<file path="src/rtl/register_writeback_unit_if.sv">
// Request bus into the register writeback unit.
// The producer (execute/memory stage) uses the master modport, the
// writeback unit uses the slave modport.
//   ReqValid/ReqReady : handshake, transfer on a rising edge when both high
//   ReqAddr/ReqLink   : destination register, ReqLink forces the link register
//   ReqSource         : 00 ALU, 01 memory, 10 PC, 11 byte immediate
//   ReqMerge          : 00 full word, 01 upper byte, 10 lower byte, 11 full word
//   ALUIN/MemoryIn/PCIN/ImmIn : candidate source data, sampled at accept only
interface register_writeback_unit_if #(
  parameter int DATA_WIDTH = 16,
  parameter int ADDR_WIDTH = 4
);
  logic                  ReqValid;
  logic                  ReqReady;
  logic [ADDR_WIDTH-1:0] ReqAddr;
  logic                  ReqLink;
  logic [1:0]            ReqSource;
  logic [1:0]            ReqMerge;
  logic [DATA_WIDTH-1:0] ALUIN;
  logic [DATA_WIDTH-1:0] MemoryIn;
  logic [DATA_WIDTH-1:0] PCIN;
  logic [7:0]            ImmIn;

  modport master (
    output ReqValid, ReqAddr, ReqLink, ReqSource, ReqMerge,
           ALUIN, MemoryIn, PCIN, ImmIn,
    input  ReqReady
  );

  modport slave (
    input  ReqValid, ReqAddr, ReqLink, ReqSource, ReqMerge,
           ALUIN, MemoryIn, PCIN, ImmIn,
    output ReqReady
  );
endinterface

</file>
<file path="src/rtl/register_writeback_unit.sv">
// Register writeback unit: buffers register-file write requests in a small
// in-order FIFO and drives the register file's single write port. Byte-merge
// requests are performed as read-modify-write through the read port.
// Ports:
//   Clock, Reset   : rising-edge clock, synchronous active-low reset
//   req            : request bus (slave side), see register_writeback_unit_if
//   RdAddr/RdData  : register-file read port used for byte merges
//   WrAddr/WrData/WrEnable : register-file write port (registered)
//   PendingMask    : bit r set while any buffered or in-flight write targets r
//   Busy           : FIFO non-empty or a write sequence in progress
module register_writeback_unit #(
  parameter int DATA_WIDTH = 16,
  parameter int ADDR_WIDTH = 4,
  parameter int FIFO_DEPTH = 2,
  parameter int LINK_REG   = 15
) (
  input  logic                       Clock,
  input  logic                       Reset,
  register_writeback_unit_if.slave   req,
  output logic [ADDR_WIDTH-1:0]      RdAddr,
  input  logic [DATA_WIDTH-1:0]      RdData,
  output logic [ADDR_WIDTH-1:0]      WrAddr,
  output logic [DATA_WIDTH-1:0]      WrData,
  output logic                       WrEnable,
  output logic [(1<<ADDR_WIDTH)-1:0] PendingMask,
  output logic                       Busy
);

  localparam int PTR_W    = (FIFO_DEPTH > 1) ? $clog2(FIFO_DEPTH) : 1;
  localparam int CNT_W    = PTR_W + 1;
  localparam int NUM_REGS = 1 << ADDR_WIDTH;
  localparam logic [ADDR_WIDTH-1:0] LINK_ADDR = ADDR_WIDTH'(LINK_REG);

  typedef enum logic [1:0] {IDLE, WRITE, READ, MERGE} stateT;

  stateT state;

  // FIFO storage and pointers
  logic [ADDR_WIDTH-1:0] entryAddr  [FIFO_DEPTH];
  logic [DATA_WIDTH-1:0] entryData  [FIFO_DEPTH];
  logic [1:0]            entryMerge [FIFO_DEPTH];
  logic [PTR_W-1:0]      wrPtr;
  logic [PTR_W-1:0]      rdPtr;
  logic [PTR_W-1:0]      rdPtrNext;
  logic [CNT_W-1:0]      count;

  // Incoming request after source mux and link override
  logic [ADDR_WIDTH-1:0] inAddr;
  logic [DATA_WIDTH-1:0] inData;
  logic [1:0]            inMerge;

  logic push;
  logic pop;

  // Entry that becomes the head once this edge's pop/push is applied
  logic                  nextValid;
  logic [ADDR_WIDTH-1:0] nextAddr;
  logic [DATA_WIDTH-1:0] nextData;
  logic [1:0]            nextMerge;

  logic [7:0]            headByte;
  logic [DATA_WIDTH-1:0] mergedData;

  assign req.ReqReady = (count < CNT_W'(FIFO_DEPTH));
  assign push         = req.ReqValid && req.ReqReady;
  assign pop          = (state == WRITE) || (state == MERGE);
  assign rdPtrNext    = rdPtr + 1'b1;
  assign Busy         = (count != '0) || (state != IDLE);

  assign inAddr  = req.ReqLink ? LINK_ADDR : req.ReqAddr;
  // Reserved merge encoding is stored as a plain full-word write.
  assign inMerge = (req.ReqMerge == 2'b11) ? 2'b00 : req.ReqMerge;

  always_comb begin
    inData = '0;
    case (req.ReqSource)
      2'b00:   inData = req.ALUIN;
      2'b01:   inData = req.MemoryIn;
      2'b10:   inData = req.PCIN;
      default: inData = DATA_WIDTH'(req.ImmIn);
    endcase
  end

  // Look-ahead to the next head so that a write request arriving at an empty
  // unit is already on the write port in the cycle after it was accepted, and
  // a stream of full writes retires one per cycle.
  always_comb begin
    nextValid = 1'b0;
    nextAddr  = inAddr;
    nextData  = inData;
    nextMerge = inMerge;
    if (pop) begin
      if (count > CNT_W'(1)) begin
        nextValid = 1'b1;
        nextAddr  = entryAddr[rdPtrNext];
        nextData  = entryData[rdPtrNext];
        nextMerge = entryMerge[rdPtrNext];
      end else if (push) begin
        nextValid = 1'b1;
      end
    end else if (state == IDLE) begin
      if (count != '0) begin
        nextValid = 1'b1;
        nextAddr  = entryAddr[rdPtr];
        nextData  = entryData[rdPtr];
        nextMerge = entryMerge[rdPtr];
      end else if (push) begin
        nextValid = 1'b1;
      end
    end
  end

  // Merge result from the register-file read data seen during READ. The merge
  // byte is always the low byte of the captured data, whatever the source.
  assign headByte = entryData[rdPtr][7:0];
  always_comb begin
    if (entryMerge[rdPtr] == 2'b01)
      mergedData = {headByte, RdData[DATA_WIDTH-9:0]};
    else
      mergedData = {RdData[DATA_WIDTH-1:8], headByte};
  end

  // Pending mask: one-hot of every valid slot, head included. Register 0 is
  // a discard target and never reported.
  logic [NUM_REGS-1:0] slotMask [FIFO_DEPTH];
  logic [NUM_REGS-1:0] pendingAll;

  for (genvar gi = 0; gi < FIFO_DEPTH; gi++) begin : gSlot
    logic [PTR_W-1:0] offset;
    assign offset = PTR_W'(gi) - rdPtr;
    assign slotMask[gi] = ({1'b0, offset} < count) ?
                          (NUM_REGS'(1) << entryAddr[gi]) : '0;
  end

  always_comb begin
    pendingAll = '0;
    for (int i = 0; i < FIFO_DEPTH; i++)
      pendingAll = pendingAll | slotMask[i];
  end

  assign PendingMask = pendingAll & ~NUM_REGS'(1);

  always_ff @(posedge Clock) begin
    if (!Reset) begin
      state    <= IDLE;
      count    <= '0;
      wrPtr    <= '0;
      rdPtr    <= '0;
      WrEnable <= 1'b0;
      WrAddr   <= '0;
      WrData   <= '0;
      RdAddr   <= '0;
    end else begin
      if (push) begin
        entryAddr[wrPtr]  <= inAddr;
        entryData[wrPtr]  <= inData;
        entryMerge[wrPtr] <= inMerge;
        wrPtr             <= wrPtr + 1'b1;
      end
      if (pop)
        rdPtr <= rdPtrNext;

      case ({push, pop})
        2'b10:   count <= count + 1'b1;
        2'b01:   count <= count - 1'b1;
        default: count <= count;
      endcase

      if (state == READ) begin
        // The read data is folded straight into the write data register, so
        // the merged word is presented during MERGE.
        WrEnable <= 1'b1;
        WrAddr   <= entryAddr[rdPtr];
        WrData   <= mergedData;
        state    <= MERGE;
      end else if (nextValid) begin
        if (nextMerge == 2'b00 || nextAddr == '0) begin
          // Register-0 entries pass through WRITE with the strobe held low,
          // so they drain without touching the port.
          state    <= WRITE;
          WrEnable <= (nextAddr != '0);
          if (nextAddr != '0) begin
            WrAddr <= nextAddr;
            WrData <= nextData;
          end
        end else begin
          state    <= READ;
          WrEnable <= 1'b0;
          RdAddr   <= nextAddr;
        end
      end else begin
        state    <= IDLE;
        WrEnable <= 1'b0;
      end
    end
  end

endmodule

</file>
<file path="src/flat_wrapper.sv">
// flat-port wrapper written by rule: the top's interface ports become plain ports
module register_writeback_unit_flat 
#(
  parameter int DATA_WIDTH = 16,
  parameter int ADDR_WIDTH = 4,
  parameter int FIFO_DEPTH = 2,
  parameter int LINK_REG   = 15
)
  (Clock, Reset, RdAddr, RdData, WrAddr, WrData, WrEnable, PendingMask, Busy, req_ReqValid, req_ReqAddr, req_ReqLink, req_ReqSource, req_ReqMerge, req_ALUIN, req_MemoryIn, req_PCIN, req_ImmIn, req_ReqReady);
  register_writeback_unit_if #(.DATA_WIDTH(DATA_WIDTH), .ADDR_WIDTH(ADDR_WIDTH)) req_i ();
  input  logic Clock;
  input  logic Reset;
  output logic [ADDR_WIDTH-1:0] RdAddr;
  input  logic [DATA_WIDTH-1:0] RdData;
  output logic [ADDR_WIDTH-1:0] WrAddr;
  output logic [DATA_WIDTH-1:0] WrData;
  output logic WrEnable;
  output logic [(1<<ADDR_WIDTH)-1:0] PendingMask;
  output logic Busy;
  input wire logic [$bits(req_i.ReqValid)-1:0] req_ReqValid;
  input wire logic [$bits(req_i.ReqAddr)-1:0] req_ReqAddr;
  input wire logic [$bits(req_i.ReqLink)-1:0] req_ReqLink;
  input wire logic [$bits(req_i.ReqSource)-1:0] req_ReqSource;
  input wire logic [$bits(req_i.ReqMerge)-1:0] req_ReqMerge;
  input wire logic [$bits(req_i.ALUIN)-1:0] req_ALUIN;
  input wire logic [$bits(req_i.MemoryIn)-1:0] req_MemoryIn;
  input wire logic [$bits(req_i.PCIN)-1:0] req_PCIN;
  input wire logic [$bits(req_i.ImmIn)-1:0] req_ImmIn;
  output wire logic [$bits(req_i.ReqReady)-1:0] req_ReqReady;
  assign req_i.ReqValid = req_ReqValid;
  assign req_i.ReqAddr = req_ReqAddr;
  assign req_i.ReqLink = req_ReqLink;
  assign req_i.ReqSource = req_ReqSource;
  assign req_i.ReqMerge = req_ReqMerge;
  assign req_i.ALUIN = req_ALUIN;
  assign req_i.MemoryIn = req_MemoryIn;
  assign req_i.PCIN = req_PCIN;
  assign req_i.ImmIn = req_ImmIn;
  assign req_ReqReady = req_i.ReqReady;
  register_writeback_unit #(.DATA_WIDTH(DATA_WIDTH), .ADDR_WIDTH(ADDR_WIDTH), .FIFO_DEPTH(FIFO_DEPTH), .LINK_REG(LINK_REG)) u_core (.Clock(Clock), .Reset(Reset), .req(req_i), .RdAddr(RdAddr), .RdData(RdData), .WrAddr(WrAddr), .WrData(WrData), .WrEnable(WrEnable), .PendingMask(PendingMask), .Busy(Busy));
endmodule
</file>
<file path="config.mk">
export PLATFORM = sky130hd
export DESIGN_NAME = register_writeback_unit_flat
export DESIGN_NICKNAME = d
export VERILOG_FILES = /design/src/rtl/register_writeback_unit_if.sv /design/src/rtl/register_writeback_unit.sv /design/src/flat_wrapper.sv
export SDC_FILE = /design/constraint.sdc
export NUM_CORES = 1
export LEC_CHECK = 0
export CELL_PAD_IN_SITES_DETAIL_PLACEMENT = 0
export CELL_PAD_IN_SITES_GLOBAL_PLACEMENT = 1
export CORE_ASPECT_RATIO = 0.8
export CORE_UTILIZATION = 25
export CTS_CLUSTER_DIAMETER = 60
export DETAILED_ROUTE_END_ITERATION = 12
export PLACE_DENSITY = 0.64
export SLEW_MARGIN = 20
export SYNTH_ARGS = -nofsm -noshare
export SYNTH_HDL_FRONTEND = slang
export SYNTH_SLANG_ARGS = --single-unit
</file>
<file path="constraint.sdc">
create_clock -name Clock -period 3.2 [get_ports Clock]
set_clock_uncertainty 0.05 [all_clocks]
set_input_delay 0.48 -clock Clock [delete_from_list [all_inputs] [get_ports Clock]]
set_output_delay 0.48 -clock Clock [all_outputs]
set_load 0.01 [all_outputs]
</file>
== Word level (Yosys, flattened, before mapping) ==
Memories as Yosys holds them, arrays and structs flattened. A register that Yosys moved wholly into a read port is not among the register bits.
Cells that the tools add are included.
Widths: inputs -> output; s select.

* Bitwise gates (word level): 3
* $add $sub $neg: 6
* Mux-type cells: 46
* Order comparisons: 4
* Reductions and logical operators: 17
* Equality and inequality tests: 9
* Shift operators: 2

{| class="wikitable"
|+ Operators with widths
! operator !! count
|-
| $mux 16 || 11
|-
| $pmux 16 s3 || 1
|-
| $mux 4 || 9
|-
| $shl 1x4->16 const A || 2
|-
| $mux 1 || 16
|-
| $mux 2 || 8
|-
| $or 16x16->16 || 1
|-
| $reduce_bool 2->1 || 6
|-
| $eq 2x2->1 const B || 5
|-
| $eq 2x1->1 const B || 4
|-
| $logic_not 2->1 || 3
|-
| $reduce_and 3->1 || 2
|-
| $logic_not 4->1 || 1
|-
| $lt 1x2->1 || 2
|-
| $pmux 2 s2 || 1
|-
| $reduce_bool 4->1 || 1
|-
| $logic_or 1x1->1 || 3
|-
| $add 1x1->1 const B || 2
|-
| $add 2x1->2 const B || 1
|-
| $gt 2x1->1 const B || 1
|-
| $lt 2x2->1 const B || 1
|-
| $not 1->1 || 2
|-
| $sub 1x1->1 const A || 2
|-
| $sub 2x1->2 const B || 1
|-
| $logic_and 1x1->1 || 1
|}

* Input port bits: 84
* Memories kept: 3
* Output and inout bits: 43
* Bits in registers: 31
* Memory bits (writable): 44
* Logic and storage cells: 98

{| class="wikitable"
|+ Memories
! name !! words !! width !! rd ports !! clocked after memory_dff !! write ports !! RTL line !! source
|-
| u_core.entryData || 2 || 16 || 2 || 1 || 1 || register_writeback_unit.sv:40 || <nowiki>logic [DATA_WIDTH-1:0] entryData [FIFO_DEPTH];</nowiki>
|-
| u_core.entryAddr || 2 || 4 || 4 || 1 || 1 || register_writeback_unit.sv:39 || <nowiki>logic [ADDR_WIDTH-1:0] entryAddr [FIFO_DEPTH];</nowiki>
|-
| u_core.entryMerge || 2 || 2 || 2 || 1 || 1 || register_writeback_unit.sv:41 || <nowiki>logic [1:0] entryMerge [FIFO_DEPTH];</nowiki>
|}

== Logic depth before layout (Yosys ltp) ==
Gate-level depths: netlist (run 1).

* Depth after elaboration: 10
* Gate-level depth with buffers: 11
* Gate-level depth less buffers: 8

== Worst setup path before layout (run 1) ==
OpenSTA, ideal clock, no wires.

* Path type: input to register
* Start: input Reset
* End: memory u_core.entryAddr[0][0], enable pin
* Cell stages on the path: 4
* Arrival time: 2669 ps
* Slack: 52 ps
* Library setup time: 429 ps
* Buffers on the path: 2
* Path through: clkbuf_1 -> inv_1 -> clkbuf_1 -> nor3_1

* Cells in the longest elaborated chain, start to end: 2

{| class="wikitable"
|+ Ends and longest elaborated chain
! element !! RTL line !! source
|-
| from (decl) || flat_wrapper.sv:12 || <nowiki>input logic Reset;</nowiki>
|-
| $mux 1 || register_writeback_unit.sv:144 || <nowiki>if (!Reset) begin</nowiki>
|-
| $mux 1 (implied by the code) || register_writeback_unit.sv:155 || <nowiki>entryAddr[wrPtr] <= inAddr;</nowiki>
|-
| to (decl) || register_writeback_unit.sv:39 ||
|}

Every way passes these cells.

== Final worst setup path (run 1) ==
* Start: register u_core.count[1]
* End: register u_core.WrData[4]

* Cells in the longest elaborated chain, start to end: 8
* Elaborated cells between the ends (all ways): 33
* Classes of those cells: 2 x order compare; 21 x mux; 10 x reduce/logical

{| class="wikitable"
|+ Ends and longest elaborated chain
! element !! RTL line !! source
|-
| from (decl) || register_writeback_unit.sv:45 || <nowiki>logic [CNT_W-1:0] count;</nowiki>
|-
| from (signal assigned) || register_writeback_unit.sv:164 || <nowiki>2'b10: count <= count + 1'b1;</nowiki>
|-
| from (signal assigned) || register_writeback_unit.sv:165 || <nowiki>2'b01: count <= count - 1'b1;</nowiki>
|-
| from (signal assigned) || register_writeback_unit.sv:166 || <nowiki>default: count <= count;</nowiki>
|-
| $lt 2x2->1 / $reduce_bool 2->1 (equally long branches) || register_writeback_unit.sv:64, register_writeback_unit.sv:102 ||
|-
| $logic_and 1x1->1, or another cell as far along || register_writeback_unit.sv:65 || <nowiki>assign push = req.ReqValid && req.ReqReady;</nowiki>
|-
| $mux 1, or another cell as far along || register_writeback_unit.sv:98, register_writeback_unit.sv:107 ||
|-
| $mux 1, or another cell as far along || register_writeback_unit.sv:102 || <nowiki>if (count != '0) begin</nowiki>
|-
| $mux 1, or another cell as far along || register_writeback_unit.sv:101 || <nowiki>end else if (state == IDLE) begin</nowiki>
|-
| $mux 1, or another cell as far along || register_writeback_unit.sv:92 || <nowiki>if (pop) begin</nowiki>
|-
| $reduce_bool 2->1 (no line) / $mux 16 (equally long branches) || n/a ||
|-
| $reduce_and 3->1 (no line) / $mux 16 (equally long branches) || n/a ||
|-
| to (signal assigned) || register_writeback_unit.sv:174 || <nowiki>WrData <= mergedData;</nowiki>
|-
| to (signal assigned) || register_writeback_unit.sv:184 || <nowiki>WrData <= nextData;</nowiki>
|-
| to (decl) || register_writeback_unit.sv:23 || <nowiki>output logic [DATA_WIDTH-1:0] WrData,</nowiki>
|}

Parallel ways exist; a longest one is shown, timed or not. The select of a mux whose other input is x is not followed.
A chain may end at the register's enable or synchronous reset.

==> flow_metrics.env, run 1 <==
export IMPL_max_freq_mhz=336
export IMPL_clockBufferDepth=2
export IMPL_drt_iter0_drc=252
export IMPL_ys_ff_latch=76
export IMPL_cts_tree="yes"
export IMPL_holdPathStages=2
export IMPL_finalHoldViolations=0
export IMPL_p_sw_frac=0.407
export IMPL_rows=44
export IMPL_syn_area_um2=4740
export IMPL_start_kind="register"
export IMPL_pwr_share_comb=0.546
export IMPL_cpPeakStageDelay_ps=630
export IMPL_clock_tree_root_cell="clkbuf_16"
export IMPL_setup_tns_ps=0
export IMPL_post_drt_via_cell_ratio=4.86
export IMPL_nets=669
export IMPL_multiInputGateArea_um2=2560
export IMPL_routed_wl_um=13800
export IMPL_clock_latency_ps=340
export IMPL_start_util=0.259
export IMPL_reg2reg_depth=9
export IMPL_worstPathCellList="inv_1, ha_1, nor3_4, mux2i_1, mux2_2, or4_4, a21oi_4, buf_4, mux2i_1"
export IMPL_yosysTopAreaCell="edfxtp_1"
export IMPL_avgSynthCellArea_um2=10.1
export IMPL_numCtsBuffers=9
export IMPL_syn_inst=468
export IMPL_power_leakage_uw=0.00220
export IMPL_grt_pass1_vias=3956
export IMPL_synth_area_top_cells="edfxtp_1, mux2i_1, dfxtp_1"
export IMPL_slew_viol_final=0
export IMPL_status="finished clean"
export IMPL_hpwl_um=10500
export IMPL_setup_viol=0
export IMPL_ys_warnings_count=0
export IMPL_synth_fp_nets=555
export IMPL_worstMarginPinSlew_ps=715
export IMPL_hold_class="register to register"
export IMPL_wl_per_cell_um=16.5
export IMPL_ys_flop_type="edfxtp_1"
export IMPL_post_cts_buffers=0
export IMPL_antenna_found_initial=0
export IMPL_cp_arrival_ps=3200
export IMPL_rsz0062_at_grt="no"
export IMPL_power_density_nw_per_um2=835
export IMPL_cp_end_kind="register"
export IMPL_yosysSeqAreaShare=0.414
export IMPL_crit_required_ps=3420
export IMPL_clk_pin_slew_ps=60
export IMPL_cp_max_fo=14
export IMPL_whs_ps=409
export IMPL_pwr_share_clk=0.183
export IMPL_gp_congestion=0.850
export IMPL_area_delta_synth_final_pct=38.1
export IMPL_synth_top_area_frac=0.279
export IMPL_synth_edf_count=44
export IMPL_drive_gt1_frac=0.102
export IMPL_path_class="register to register"
export IMPL_reg2reg_slack_ps=220
export IMPL_finalCritPeriodShare=0.930
export IMPL_drtAntennaViolNets=0
export IMPL_grt_use_total=0.146
export IMPL_drt_pass1_iter_count=4
export IMPL_ir_drop_mv=0.504
export IMPL_clock_sinks=76
export IMPL_p_sw_uw=2220
export IMPL_fillCellCount=1811
export IMPL_die_height_um=125
export IMPL_cp_common_cell="mux2i_1"
export IMPL_core_area_um2=18300
export IMPL_slowest_stage="or4_4"
export IMPL_h_tree_depth=3
export IMPL_grt_overflow=0
export IMPL_grt_pass1_wl_um=21900
export IMPL_power_frac_seq=0.271
export IMPL_port_buffers=125
export IMPL_ios=127
export IMPL_ys_types=49
export IMPL_drc_errors=0
export IMPL_post_route_min_period_ps=2980
export IMPL_cts_resized=0
export IMPL_finalCoreUtilization=0.357
export IMPL_ff_latch_area_um2=1960
export IMPL_ctsHoldBuffers=0
export IMPL_die_w_um=156
export IMPL_intPower_uw=3240
export IMPL_async_reset_ff_frac=0
export IMPL_antenna_cells=0
export IMPL_die_area_um2=19500
export IMPL_cap_violations=0
export IMPL_via_count=4081
export IMPL_max_slew_margin=0.519
export IMPL_grt_max_degree=38
-- synthesized netlist by cell type, types with 3 or more instances --
cell type and count:
a211oi_1 9, a21oi_1 18, and2_1 3, buf_2 4, clkbuf_1 26, dfxtp_1 32
edfxtp_1 44, ha_1 3, inv_1 10, mux2_2 11, mux2i_1 79, mux4_2 8
nand2_1 44, nand2b_1 11, nand3_1 4, nand3b_1 3, nand4_1 4, nor2_1 29
nor2b_1 5, nor3_1 9, nor4_1 5, o211ai_1 22, o21ai_0 17, o221ai_1 6
o22ai_1 14, o2bb2ai_1 7, o31ai_1 4, o32ai_1 5, or2_2 3, xnor2_1 3
-- metal layers --
| layer | up-vias | track usage | routed length (um) |
|---|---|---|---|
| li1 | 2009 | - | - |
| met1 | 1893 | 0.211 | 6760 |
| met2 | 157 | 0.208 | 5740 |
| met3 | 22 | 0.0308 | 1000 |
| met4 | 0 | 0.0606 | 328 |
| met5 | - | 0 | 0 |
-- worst paths after layout --
| path | start | to |
|---|---|---|
| worst min-delay path | u_core.WrData[10] | u_core.WrData[10] |
| worst max register to register | u_core.count[1] | u_core.WrData[4] |
| worst min register to register | u_core.WrData[10] | u_core.WrData[10] |
| worst max-delay path | u_core.count[1] | u_core.WrData[4] |
-- flip-flops by register name, summed over array words and instances, names as in the netlist, named ones only --
| name | cells |
|---|---|
| u_core.RdAddr | 4 |
| u_core.state | 2 |
| u_core.entryAddr | 8 |
| u_core.count | 2 |
| u_core.WrAddr | 4 |
| u_core.entryData | 32 |
| u_core.wrPtr | 1 |
| u_core.WrEnable | 1 |
| u_core.WrData | 16 |
| u_core.entryMerge | 4 |
| u_core.rdPtr | 1 |
-- cells by family (layout without fill, tap and decap cells) --
family	Yosys count	count (layout)	share of synthesized area
compound gates	107	107	0.154
xor+xnor	5	5	0.00924
fa+ha+maj	3	3	0.00792
buf+inv	48	167	0.0475
flops	76	76	0.414
mux	98	98	0.231
other cells	1	1	0.000791
simple gates	130	130	0.135
-- area by class of cell --
cell class / instances / area share
timing repair buffer: 141 / 0.210
sequential: 76 / 0.300
tap: 253 / 0.0484
multi-input combinational: 344 / 0.392
clock buffer: 9 / 0.0344
inverter: 10 / 0.00574
clock inverter: 7 / 0.0103
-- cells in the final DEF (no fill, tap or decap), types with 5 or more instances in the layout --
master           instances
clkdlybuf4s50_1        125
mux2i_1                 79
nand2_1                 44
edfxtp_1                44
dfxtp_1                 32
nor2_1                  29
o211ai_1                22
a21oi_1                 18
o21ai_0                 17
buf_4                   16
o22ai_1                 14
nand2b_1                11
mux2_2                  11
inv_1                   10
a211oi_1                 9
clkbuf_16                9
mux4_2                   8
nor3_1                   8
o2bb2ai_1                7
o221ai_1                 6
nor2b_1                  5
nor4_1                   5
-- critical path: cells and delay by family, from the launching register on --
family | cells | cell delay [ps]
muxes | 3 | 680
buffers and inverters | 2 | 390
adders and majority gates | 1 | 250
DFF | 1 | 410
and+or+nand+nor | 2 | 960
AOI/OAI and AO/OA | 1 | 150
-- stage by stage --
| stage | power (uW) | setup WS [ps] | cells | area [um2] |
|---|---|---|---|---|
| floorplan | 3460 | 51.9 | 468 | 4740 |
| global placement | 4430 | 322 | 824 | 6250 |
| detailed placement | 4480 | 186 | 824 | 6250 |
| CTS | 5500 | 222 | 840 | 6550 |
| global route | 5830 | 0.743 | 840 | 6550 |
| finish | 5460 | 222 | 840 | 6550 |
-- power groups by stage --
stage	Combinational (uW)	Sequential, uW	Clock, uW
floorplan	1950	1510	0
CTS	2990	1480	1020
global route	3260	1520	1050
finish	2980	1480	1000
global placement	2930	1500	0
detailed placement	2980	1500	0
No activity file was read; power rests on OpenSTA's default activity.
==> run 2: changes to the inputs <==
Settings changed: TNS_END_PERCENT set to 30.
==> results of run 2 <==
The final DEF is identical to that of run 1; final timing and power are the same.
